$ cat src/rtl/uart_pkg.sv
// Shared definitions for the UART command assembler: FSM encoding, default widths
// and the frame parity helper.
package uart_pkg;

    localparam int DEF_N_DATA    = 8;
    localparam int DEF_NB_OPCODE = 6;

    typedef enum logic [2:0] {
        WAIT_A  = 3'd0,
        WAIT_B  = 3'd1,
        WAIT_OP = 3'd2,
        COMPUTE = 3'd3,
        WAIT_TX = 3'd4
    } state_t;

    // Word is zero-extended by the caller; padding zeros do not change the XOR.
    function automatic logic f_parity_ok(input logic [31:0] word, input logic even_odd);
        return even_odd ? (^word == 1'b0) : (^word == 1'b1);
    endfunction

endpackage

$ cat src/rtl/cmd_timeout_timer.sv
// Inter-byte idle timer: counts enabled cycles without a clear and flags expiry
// at N_TIMEOUT-1; a clear in the expiry cycle suppresses the expiry.
module cmd_timeout_timer #(
    parameter int N_TIMEOUT  = 50000,
    parameter int NB_TIMEOUT = 16
) (
    input  logic i_clock,
    input  logic i_reset,
    input  logic i_enable,
    input  logic i_clear,
    output logic o_expired
);

    logic [NB_TIMEOUT-1:0] count;

    assign o_expired = i_enable && !i_clear && (count == NB_TIMEOUT'(N_TIMEOUT - 1));

    always_ff @(posedge i_clock) begin
        if (!i_reset) begin
            count <= '0;
        end else if (i_clear || !i_enable || o_expired) begin
            count <= '0;
        end else begin
            count <= count + NB_TIMEOUT'(1);
        end
    end

endmodule

$ cat src/rtl/uart_rx_alu_if.sv
// Collects A, B and opcode bytes from uart_rx, drives the ALU, and hands the result to TX.
// Build macro UART_RX_PARITY_CHECK_EN enables frame parity checking and o_parity_err.
module uart_rx_alu_if
    import uart_pkg::*;
#(
    parameter int N_DATA          = DEF_N_DATA,
    parameter int PARITY_CHECK    = 1,
    parameter int EVEN_ODD_PARITY = 1,
    parameter int NB_OPCODE       = DEF_NB_OPCODE,
    parameter int N_TIMEOUT       = 50000,
    parameter int NB_TIMEOUT      = 16
) (
    input  logic                           i_clock,
    input  logic                           i_reset,
    input  logic [N_DATA+PARITY_CHECK-1:0] i_rx_data,
    input  logic                           i_rx_done,
    input  logic [N_DATA-1:0]              i_alu_result,
    input  logic                           i_tx_done,
    output logic [N_DATA-1:0]              o_data_a,
    output logic [N_DATA-1:0]              o_data_b,
    output logic [NB_OPCODE-1:0]           o_opcode,
    output logic [N_DATA-1:0]              o_tx_data,
    output logic                           o_tx_start,
    output logic                           o_parity_err,
    output logic                           o_overrun
);

    state_t state;
    logic   parity_ok;
    logic   collecting;
    logic   in_wait;
    logic   accept;
    logic   expired;

`ifdef UART_RX_PARITY_CHECK_EN
    logic [31:0] rx_word;
    assign rx_word   = 32'(i_rx_data);
    assign parity_ok = (PARITY_CHECK == 0) || f_parity_ok(rx_word, EVEN_ODD_PARITY != 0);
`else
    logic unused_rx_parity;
    assign unused_rx_parity = ^i_rx_data;
    assign parity_ok        = 1'b1;
`endif

    // in_wait: states that take frames; collecting: states where the idle timer runs.
    assign collecting = (state == WAIT_B) || (state == WAIT_OP);
    assign in_wait    = collecting || (state == WAIT_A);
    assign accept     = i_rx_done && parity_ok && in_wait;

    cmd_timeout_timer #(
        .N_TIMEOUT  (N_TIMEOUT),
        .NB_TIMEOUT (NB_TIMEOUT)
    ) u_timer (
        .i_clock   (i_clock),
        .i_reset   (i_reset),
        .i_enable  (collecting),
        .i_clear   (accept),
        .o_expired (expired)
    );

    always_ff @(posedge i_clock) begin
        if (!i_reset) begin
            state      <= WAIT_A;
            o_data_a   <= '0;
            o_data_b   <= '0;
            o_opcode   <= '0;
            o_tx_data  <= '0;
            o_tx_start <= 1'b0;
            o_overrun  <= 1'b0;
        end else begin
            o_tx_start <= 1'b0;
            o_overrun  <= 1'b0;
            case (state)
                WAIT_A: begin
                    if (accept) begin
                        o_data_a <= i_rx_data[N_DATA-1:0];
                        state    <= WAIT_B;
                    end
                end
                WAIT_B: begin
                    if (accept) begin
                        o_data_b <= i_rx_data[N_DATA-1:0];
                        state    <= WAIT_OP;
                    end else if (expired) begin
                        state <= WAIT_A;
                    end
                end
                WAIT_OP: begin
                    if (accept) begin
                        o_opcode <= i_rx_data[NB_OPCODE-1:0];
                        state    <= COMPUTE;
                    end else if (expired) begin
                        state <= WAIT_A;
                    end
                end
                COMPUTE: begin
                    o_tx_data  <= i_alu_result;
                    o_tx_start <= 1'b1;
                    o_overrun  <= i_rx_done;
                    state      <= WAIT_TX;
                end
                WAIT_TX: begin
                    o_overrun <= i_rx_done;
                    if (i_tx_done) begin
                        state <= WAIT_A;
                    end
                end
                default: state <= WAIT_A;
            endcase
        end
    end

`ifdef UART_RX_PARITY_CHECK_EN
    always_ff @(posedge i_clock) begin
        if (!i_reset) begin
            o_parity_err <= 1'b0;
        end else begin
            o_parity_err <= i_rx_done && !parity_ok && in_wait;
        end
    end
`else
    assign o_parity_err = 1'b0;
`endif

endmodule

$ cat config.mk
export PLATFORM = sky130hd
export DESIGN_NAME = uart_rx_alu_if
export DESIGN_NICKNAME = d
export VERILOG_FILES = /design/src/rtl/uart_pkg.sv /design/src/rtl/cmd_timeout_timer.sv /design/src/rtl/uart_rx_alu_if.sv
export SDC_FILE = /design/constraint.sdc
export NUM_CORES = 1
export LEC_CHECK = 0
export BUFFER_PORTS_ARGS = -buffer_cell sky130_fd_sc_hd__buf_4
export CORE_MARGIN = 2
export CORE_UTILIZATION = 40
export DETAILED_ROUTE_END_ITERATION = 8
export PLACE_DENSITY = 0.66
export SETUP_SLACK_MARGIN = 0.3
export SLEW_MARGIN = 20
export SYNTH_ARGS = -nofsm -noshare
export SYNTH_HDL_FRONTEND = slang
export SYNTH_SLANG_ARGS = --single-unit
$ cat constraint.sdc
create_clock -name i_clock -period 2 [get_ports i_clock]
set_clock_uncertainty 0.1 [all_clocks]
set_input_delay 0 -clock i_clock [delete_from_list [all_inputs] [get_ports i_clock]]
set_output_delay 0 -clock i_clock [all_outputs]
set_load 0.1 [all_outputs]
==> results of run 1 <==
layout by cell type, fill, tap and decap left out, drive strengths merged, types with 3 or more instances in the layout:
master | Yosys | layout
nor2 | 14 | 14
a21boi | 16 | 16
xor2 | 8 | 8
and2 | 3 | 3
dfxtp | 51 | 51
nand2 | 41 | 41
dlygate4sd3 | 0 | 19
nor2b | 14 | 14
mux2i | 14 | 14
nand3 | 5 | 5
clkbuf | 5 | 6
a21oi | 7 | 7
and3 | 3 | 3
nand4 | 7 | 7
o21ai | 3 | 3
nor3 | 3 | 3
xnor2 | 3 | 3
nand2b | 3 | 3
buf | 6 | 59
final cells by class:
| class | count | area (sq um) | share of cell area |
|---|---|---|---|
| Tap cell | 70 | 87.58 | 0.03033 |
| Clock buffer | 6 | 72.57 | 0.02513 |
| Clock inverter | 2 | 60.06 | 0.02080 |
| Multi-Input combinational cell | 161 | 1010 | 0.3497 |
| Timing Repair Buffer | 78 | 633.1 | 0.2192 |
| Sequential cell | 51 | 1021 | 0.3536 |
| Inverter | 1 | 3.754 | 0.001300 |
cell usage after synthesis (all sizes together), types with 2 or more instances:
cell / n / area, sq um
mux2i: 14 / 140.1
a21boi: 16 / 120.1
and3: 3 / 20.02
nand3: 5 / 25.02
o21ai: 3 / 15.01
clkbuf: 5 / 18.77
nor2: 14 / 52.55
dfxtp: 51 / 1021
and4: 2 / 17.52
or4: 2 / 15.01
xor2: 8 / 70.07
xnor2: 3 / 26.28
nand2b: 3 / 18.77
nor3: 3 / 31.28
a21oi: 7 / 35.03
nand2: 41 / 161.4
nand4: 7 / 43.79
or3: 2 / 12.51
o31ai: 2 / 15.01
buf: 6 / 37.53
and2: 3 / 18.77
nor2b: 14 / 87.58
flip-flops by register name, indices dropped and copies added (netlist names):
name,cells
o_tx_data,8
o_tx_start,1
o_data_b,8
u_timer.count,16
o_opcode,6
o_overrun,1
state,3
o_data_a,8
cell families after synthesis:
group / after synthesis / share of synthesized area
buf+inv: 12 / 0.02874
mux: 14 / 0.06706
simple gates: 105 / 0.2695
fa+ha+maj: 1 / 0.005987
other cells: 1 / 0.001795
xor+xnor: 11 / 0.04611
flops: 51 / 0.4886
compound gates: 29 / 0.09221
per-layer routing:
| layer | vias up | part of all wire | global-route usage |
|---|---|---|---|
| met1 | 801 | 0.47 | 0.1948 |
| met4 | 0 | 0.0067 | 0.06182 |
| li1 | 899 | - | - |
| met5 | - | 0 | 0 |
| met2 | 30 | 0.48 | 0.2531 |
| met3 | 2 | 0.045 | 0.04384 |
repair_timing:
action | 4_1_cts | 5_1_grt
setup buffers | 0 | 1
gates resized for setup | 0 | 1
hold buffers | 19 | 0
endpoints found under the hold margin | 35 | 0
endpoints found under the setup margin | 0 | 17
final timing paths:
check	startpoint	endpoint	slack (ns)	cells past startpoint
worst min register to register	u_timer.count[0]	u_timer.count[0]	0.35	1
worst max register to register	u_timer.count[2]	u_timer.count[14]	0.38	4
worst max-delay path	u_timer.count[2]	u_timer.count[14]	0.38	4
worst min-delay path	u_timer.count[0]	u_timer.count[0]	0.35	1
per-stage QoR:
step | total power [uW] | hold WS, ns
final | 2248 | 0.3477
after global routing | 2330 | 0.3748
after CTS | 2276 | 0.3487
after detailed placement | 1415 | 0.1590
after global placement | 1413 | 0.1460
after floorplan | 1325 | 0.01609
power groups by stage:
stage	registers (uW)	logic, uW	clock network (uW)
4_1_cts	1060	362	855
6_report	1060	361	828
2_1_floorplan	1230	97.0	0
5_1_grt	1060	381	886
3_5_place_dp	1080	333	0
3_3_place_gp	1080	331	0
==> results.py, run 1 <==
metrics = {
    "run_status": {
        "status": "complete, no violations",
    },
    "final_layout": {
        "synthToLayoutAreaGrowth_pct": 38.20,
        "fin_util": 0.5690,
        "fillCellCount": 478,
        "final_area_sq_mm": 0.002888,
        "nNetsFinal": 320,
        "diodes": 0,
        "drive_above_1_share": 0.2441,
        "final_cells": 369,
    },
    "timing": {
        "tns_ns": 0,
        "finalHoldViolCount": 0,
        "max_freq_mhz": 618.4,
        "rsz0062_at_grt": "true",
        "final-setup-viol-count": 0,
        "fin_ws_ns": 0.3828,
        "timing.final.crit_share": 0.8086,
        "slew_viol_final": 0,
        "min_period_ns": 1.617,
    },
    "synth": {
        "synth_cells": 224,
        "async_flop_share": 0,
        "ys_types": 40,
        "synth_nets": 246,
        "synth-edff-count": 0,
        "synth.avg_cell_area_sq_um": 9.328,
        "ys_ff_latch": 51,
        "synthesis.area_sq_mm": 0.002090,
        "synth_seq_area_share": 0.4886,
        "ys.warnings.count": 0,
        "ys.flop_type": "dfxtp_1",
    },
    "route": {
        "wire_per_inst_microns": 11.74,
        "wirelength_microns": 4333,
        "drt-initial-drc-count": 53,
        "routed_via_density": 4.694,
        "drc_errors": 0,
        "drtAntennaViolNets": 0,
        "vias": 1732,
        "dr.pass1.iters": 4,
    },
    "cts": {
        "clkSlewWorstSetupHoldPaths_ns": 0.09,
        "cts_tree": "yes",
        "cts_sinks": 51,
        "clockRootBuffer": "clkbuf_8",
        "cts_buffer_depth": 2,
        "insertion_delay_ns": 0.29,
        "h-tree-depth": 2,
        "cts_made_buffers": 5,
    },
    "min_path": {
        "min_path_type": "flip-flop to flip-flop",
    },
    "place": {
        "port_buffers": 51,
        "place_congestion": 0.7790,
        "post-place-ws_ns": 0.3529,
        "dpl_cell_area_sq_mm": 0.002556,
        "dp_cells": 341,
        "dpl.hpwl_microns": 2866,
    },
    "grt": {
        "grt_usage": 0.1555,
        "grt_pass1_vias": 1650,
        "grt_overflow_total": 0,
        "grt_max_degree": 34,
        "grt_first_pass_wirelength_microns": 7424,
        "antenna_found_initial": 0,
    },
    "worst_setup_path": {
        "cp_top_family": "simple AND/OR/NAND/NOR gates",
        "worstPathArrival_ns": 1.75,
        "critPathMaxFanout": 6,
        "path_cells": "and4_2, nand2_4, or4_1, a21oi_1",
        "end_kind": "flip-flop",
        "cpPeakStageDelay_ns": 0.49,
        "crit_slowest_cell": "or4_1",
        "start_kind": "flip-flop",
        "critPathBufInv": 0,
        "path_class": "flip-flop to flip-flop",
        "required_ns": 2.13,
    },
    "pwr": {
        "p_int_uw": 1659,
        "p_clk_frac": 0.368,
        "leakagePower_uw": 0.001137,
        "peakVddDrop_mv": 0.4723,
        "seqPwrFrac": 0.471,
        "switchingPower_uw": 588.5,
        "sw_frac_of_total": 0.2618,
        "p_comb_frac": 0.161,
        "p_per_area_mw_per_mm2": 778.3,
    },
    "floorplanning": {
        "core-area_sq_mm": 0.005075,
        "rows": 26,
        "start_util": 0.4117,
        "die-width_microns": 76.28,
        "io_pins": 54,
        "die_h_microns": 76.28,
        "die_area_sq_mm": 0.005818,
    },
    "job": {
        "maxCapViolCount": 0,
    },
}
Power figures use the tool's default switching activity.
==> run 2, diff against run 1 <==
- ABC_AREA: unset -> 1
- PLACE_DENSITY: 0.66 -> 0.69
- clock period: 2 -> 1.44 ns (I/O delays scaled with it)
==> run 2 against run 1 <==
Effect of this change:
- the run now ends with setup timing left
- die area is 1.6% lower
- first-iteration DRC count increased to 2.9 times the previous value
- setup slack worse by 0.49 ns
- count of clock-buffer cells in the layout is 1 lower
- fmax is 4.4% higher
- hold slack got worse by 0.26 ns
- total power up 67%
- register-to-register slack got worse by 0.49 ns
- global-route usage rose by 8.2 points
- critical path depth rose by 5
- routed wire length up 95%
- combinational power rose to 3.2 times the previous value
- critical path type unchanged
- largest cell class is now multi-input gates
- highest routed layer unchanged
==> results.py, run 2 <==
metrics = {
    "pwr": {
        "p_per_area_mw_per_mm2": 978.8,
        "peakVddDrop_mv": 0.5477,
        "leakagePower_uw": 0.001639,
    },
    "synth": {
        "ys_top_cells_by_area": "dfxtp_1, nor2_1, o21ai_0",
        "synth-edff-count": 0,
        "ys.flop_type": "dfxtp_1",
        "synth_cells": 286,
        "synth_common_cells": "nor2_1, dfxtp_1, nand2_1",
        "synth_area_leader_cell": "dfxtp_1",
        "ys_types": 25,
        "synthesis.area_sq_mm": 0.002053,
        "yosysMostFrequentCell": "nor2_1",
        "ys_ff_latch": 51,
        "synth.avg_cell_area_sq_um": 7.179,
        "async_flop_share": 0,
        "ys.warnings.count": 0,
        "synth_top_area_frac": 0.4973,
        "synth_nets": 308,
        "synth_seq_area_share": 0.4973,
    },
    "cts": {
        "h-tree-depth": 2,
        "insertion_delay_ns": 0.31,
        "cts_tree": "yes",
        "clockRootBuffer": "clkbuf_8",
        "clkSlewWorstSetupHoldPaths_ns": 0.09,
        "cts_sinks": 51,
        "cts_made_buffers": 5,
        "cts_buffer_depth": 2,
    },
    "place": {
        "port_buffers": 51,
        "dpl.hpwl_microns": 3356,
        "place_congestion": 0.8228,
    },
    "min_path": {
        "min_path_type": "input pin to flip-flop",
    },
    "worst_setup_path": {
        "worstPathArrival_ns": 1.70,
        "cp_top_family": "simple AND/OR/NAND/NOR gates",
        "cpPeakStageDelay_ns": 0.36,
        "path_class": "flip-flop to flip-flop",
        "end_kind": "flip-flop",
        "required_ns": 1.59,
        "path_cells": "buf_4, nand3_2, nor2_4, nand2_2, nor2_4, nand3_4, o21ai_1, nand2_1, nor2_1",
        "cp_common_cell": "nor2_4",
        "crit_slowest_cell": "dfxtp_2",
        "critPathMaxFanout": 5,
        "critPathBufInv": 1,
        "start_kind": "flip-flop",
    },
    "final_layout": {
        "largest_reg_flops": 16,
        "final_common_cell": "buf_4",
        "largest-register": "u_timer.count",
        "drive_above_1_share": 0.6078,
        "diodes": 0,
        "fin_util": 0.7598,
        "synthToLayoutAreaGrowth_pct": 86.59,
        "final_cell_mix": "buf_4, nor2_1, dfxtp_2, nand2_1, nor2_4",
        "nNetsFinal": 429,
    },
    "timing": {
        "tns_ns": -1.715,
        "fin_ws_ns": -0.1090,
        "slew_viol_final": 0,
        "timing.final.crit_share": 1.076,
        "min_period_ns": 1.549,
        "max_freq_mhz": 645.6,
        "rsz0062_at_grt": "true",
        "finalHoldViolCount": 0,
        "final-setup-viol-count": 35,
    },
    "floorplanning": {
        "rows": 26,
        "io_pins": 54,
        "start_util": 0.4072,
        "die_area_sq_mm": 0.005722,
        "core-area_sq_mm": 0.005042,
        "die-width_microns": 75.65,
        "die_h_microns": 75.65,
    },
    "route": {
        "dr.pass1.iters": 4,
        "routed_via_density": 5.211,
        "drt-initial-drc-count": 154,
        "vias": 2491,
        "drtAntennaViolNets": 0,
        "wirelength_microns": 8451,
        "wire_per_inst_microns": 17.68,
        "drc_errors": 0,
    },
    "grt": {
        "grt_usage": 0.2373,
        "grt_overflow_total": 0,
        "grt_first_pass_wirelength_microns": 10210,
        "grt_max_degree": 32,
        "grt_pass1_vias": 2246,
        "antenna_found_initial": 0,
    },
    "job": {
        "maxCapViolCount": 0,
    },
    "run_status": {
        "status": "finished with violations",
        "violations": "setup timing",
    },
}
[run 2: kinds of logic (layout without fill, tap and decap cells)]
| group | Yosys count | count (layout) | synth area share |
|---|---|---|---|
| AO/OA/AOI/OAI | 49 | 49 | 0.1243 |
| XOR/XNOR | 1 | 1 | 0.004266 |
| adder cells (fa/ha/maj) | 1 | 1 | 0.006093 |
| buffers and inverters | 35 | 156 | 0.06581 |
| flip-flops | 51 | 51 | 0.4973 |
| other | 1 | 1 | 0.001826 |
| AND/OR/NAND/NOR | 148 | 149 | 0.3004 |
[run 2: routing by layer]
layer,up-vias,wire [microns],track usage
met5,-,0,0
met3,43,513,0.04630
li1,1149,-,-
met4,0,429,0.1111
met2,122,4286,0.4473
met1,1177,3222,0.2516
[run 2: area by class of cell]
type | instances | area (sq um)
timing repair buffer | 116 | 1022
clock inverter | 3 | 46.29
fill | 300 | 1211
inverter | 31 | 158.9
sequential | 51 | 1074
tap | 70 | 87.58
timing repair inverter | 1 | 16.27
clock buffer | 5 | 68.82
multi-input combinational | 201 | 1358
[run 2: where the power goes]
part	switching (uW)	total [uW]	internal, uW
combinational	793	1140	346
sequential	65.2	1550	1490
clock	533	1060	525
[run 2: path summary, 6_finish.rpt]
path | start | to | slack, ns | cells past startpoint
max | u_timer.count[0] | u_timer.count[11] | -0.11 | 9
min | i_rx_done | state[1] | 0.09 | 7
max reg2reg | u_timer.count[0] | u_timer.count[11] | -0.11 | 9
min reg2reg | u_timer.count[10] | u_timer.count[10] | 0.40 | 2
[run 2: per-stage QoR]
stage	cell area [sq um]	setup slack [ns]	hold slack [ns]	power (uW)	std cells
6_report	3831	-0.1090	0.08654	3750	478
3_5_place_dp	2780	-0.1516	0.1291	2344	423
5_1_grt	3831	-0.2109	0.1277	3869	478
4_1_cts	3551	-0.03688	0.02751	3569	472
3_3_place_gp	2780	-0.09518	0.1250	2336	423
2_1_floorplan	2178	0.06073	0.03478	2149	286
[run 2: timing repair]
item	in CTS	in global routing
hold buffers	20	0
cloned	2	0
setup endpoints to repair	51	51
buffers inserted	19	6
pin swaps	40	29
gates resized for setup	97	69
hold endpoints to repair	34	0
[run 2: worst register-to-register path, stage by stage, from the launching register on]
cell,delay (ns)
dfxtp_2,0.36
buf_4,0.13
nand3_2,0.12
nor2_4,0.12
nand2_2,0.08
nor2_4,0.19
nand3_4,0.12
o21ai_1,0.13
nand2_1,0.07
nor2_1,0.09
==> run 3, diff against run 2 <==
--- a/config.mk
+++ b/config.mk
@@ -9,2 +9,3 @@
 export BUFFER_PORTS_ARGS = -buffer_cell sky130_fd_sc_hd__buf_4
+export CORE_ASPECT_RATIO = 0.7
 export CORE_MARGIN = 2
--- a/constraint.sdc
+++ b/constraint.sdc
@@ -4,2 +4,2 @@
 set_output_delay 0 -clock i_clock [all_outputs]
-set_load 0.1 [all_outputs]
+set_load 0.005 [all_outputs]
==> run 3 against run 2 <==
Effect of this change:
- the flow still finishes with violations (setup timing)
- core utilization shrank 0.36 points
- die area is 0.15% higher
- clock power is 24% lower
- setup slack worse by 0.078 ns
- sequential share of layout area grew 0.20 points
- hold slack lost 0.010 ns
- critical endpoint is now u_timer.count[15]
==> results.py, run 3 (same netlist as run 2, synthesis figures left out) <==
metrics = {
    "floorplanning": {
        "io_pins": 54,
        "core-area_sq_mm": 0.004861,
        "rows": 21,
        "die-width_microns": 89.63,
        "start_util": 0.4224,
        "die_h_microns": 63.94,
        "die_area_sq_mm": 0.005731,
    },
    "worst_setup_path": {
        "worstPathArrival_ns": 1.78,
        "ff2ff_setup_slack_ns": -0.19,
        "start_kind": "flip-flop",
        "r2r_start": "u_timer.count[1]",
        "end_kind": "flip-flop",
        "reg2reg_depth": 11,
        "r2r-end": "u_timer.count[15]",
        "required_ns": 1.59,
        "critPathMaxFanout": 3,
        "path_class": "flip-flop to flip-flop",
    },
    "route": {
        "wire_per_inst_microns": 14.44,
        "drtAntennaViolNets": 0,
        "dr.pass1.iters": 4,
        "routed_via_density": 4.939,
        "drc_errors": 0,
        "wirelength_microns": 6888,
        "vias": 2356,
        "drt-initial-drc-count": 116,
    },
    "pwr": {
        "finalPower_uw": 2985,
        "p_per_area_mw_per_mm2": 812.0,
        "leakagePower_uw": 0.001600,
        "peakVddDrop_mv": 0.6328,
    },
    "place": {
        "port_buffers": 51,
        "place_congestion": 0.8341,
        "dpl.hpwl_microns": 3820,
    },
    "min_path": {
        "min_path_type": "input pin to flip-flop",
        "hold_end": "state[1]",
        "hold_start": "i_rx_done",
        "hold_depth": 7,
    },
    "timing": {
        "finalHoldViolCount": 0,
        "rsz0062_at_grt": "true",
        "final-setup-viol-count": 11,
        "min_period_ns": 1.627,
        "timing.final.crit_share": 1.130,
        "worst_slew_pin_slew_ns": 0.5475,
        "whs_ns": 0.07651,
        "slew_viol_final": 0,
        "slew_headroom": 0.6350,
        "max_freq_mhz": 614.5,
        "fin_ws_ns": -0.1873,
    },
    "cts": {
        "cts_sinks": 51,
        "clkSlewWorstSetupHoldPaths_ns": 0.09,
        "clockRootBuffer": "clkbuf_8",
        "cts_tree": "yes",
        "cts_made_buffers": 5,
        "insertion_delay_ns": 0.30,
        "h-tree-depth": 2,
        "cts_buffer_depth": 2,
    },
    "final_layout": {
        "largest_reg_flops": 16,
        "largest-register": "u_timer.count",
        "final_cell_mix": "buf_4, nor2_1, dfxtp_1, o21ai_2, nand2_1",
        "nNetsFinal": 429,
        "drive_above_1_share": 0.5098,
        "fillCellCount": 290,
        "synthToLayoutAreaGrowth_pct": 79.04,
        "final_common_cell": "buf_4",
        "diodes": 0,
    },
    "run_status": {
        "violations": "setup timing",
        "status": "finished with violations",
    },
    "grt": {
        "antenna_found_initial": 0,
        "grt_max_degree": 32,
        "grt_overflow_total": 0,
        "grt_pass1_vias": 2402,
        "grt_usage": 0.2465,
        "grt_first_pass_wirelength_microns": 11010,
    },
    "job": {
        "maxCapViolCount": 0,
    },
}
## run 3: cell type report
type,count,area (sq um),area share
clock inverters,2,12.51,0.003404
multi-input cells,201,1323,0.3598
repair inverters,1,8.758,0.002383
flip-flops and latches,51,1037,0.2822
well taps,69,86.33,0.02349
repair buffers,116,992.2,0.2699
inverters,31,143.9,0.03914
clock buffers,6,72.57,0.01974
## run 3: through the flow
| stage | TNS, ns | utilization | std cells | area (sq um) | setup slack [ns] |
|---|---|---|---|---|---|
| final | -0.5034 | 0.7562 | 477 | 3676 | -0.1873 |
| after CTS | -0.008563 | 0.7163 | 471 | 3482 | -0.008563 |
| after floorplan | 0 | - | 286 | 2141 | 0.06073 |
| after detailed placement | -0.2968 | 0.5748 | 429 | 2794 | -0.05803 |
| after global placement | -0.03806 | 0.5748 | 429 | 2794 | -0.01105 |
| after global routing | -1.892 | 0.7562 | 477 | 3676 | -0.3106 |
## run 3: timing repair
item                       in CTS  in global routing
cloned                          2                  0
setup endpoints to repair      49                 51
buffers inserted               12                  6
hold buffers                   20                  0
resized for setup             121                 33
pin swaps                      64                 43
hold endpoints to repair       34                  0
## run 3: worst max-delay path, stage by stage, from the launching register on
cell and delay (ns):
dfxtp_2 0.36, buf_4 0.11, nand3_2 0.09, nor2_4 0.12, nand2_2 0.08, nor2_4 0.17, nand2_2 0.11, nor2_1 0.14
nand2_1 0.10, nand2_1 0.09, nand2_1 0.07, inv_1 0.06
## run 3: how the worst max path moves through the flow
stage                     start                end  slack (ns)  depth (start not counted)
2_1_floorplan  u_timer.count[0]   u_timer.count[5]        0.06                          8
3_3_place_gp   u_timer.count[0]   u_timer.count[0]       -0.01                          9
3_5_place_dp   u_timer.count[0]  u_timer.count[14]       -0.06                          9
4_1_cts        u_timer.count[0]  u_timer.count[14]      -0.009                          8
5_1_grt        u_timer.count[1]  u_timer.count[15]       -0.31                         11
6_report       u_timer.count[1]  u_timer.count[15]       -0.19                         11
## run 3: per-layer routing
metal | wire [microns] | GRT usage | up-vias
met5 | 0 | 0 | -
met4 | 74 | 0.07276 | 0
met3 | 325 | 0.04651 | 8
met2 | 3466 | 0.4044 | 73
met1 | 3022 | 0.3272 | 1127
li1 | - | - | 1148
## run 3: power by group
group / total, uW / switching [uW] / internal [uW] / leakage [uW]
logic: 650 / 323 / 326 / 0.00114
registers: 1530 / 55.1 / 1470 / 0.000418
clock network: 805 / 465 / 341 / 0.0000412
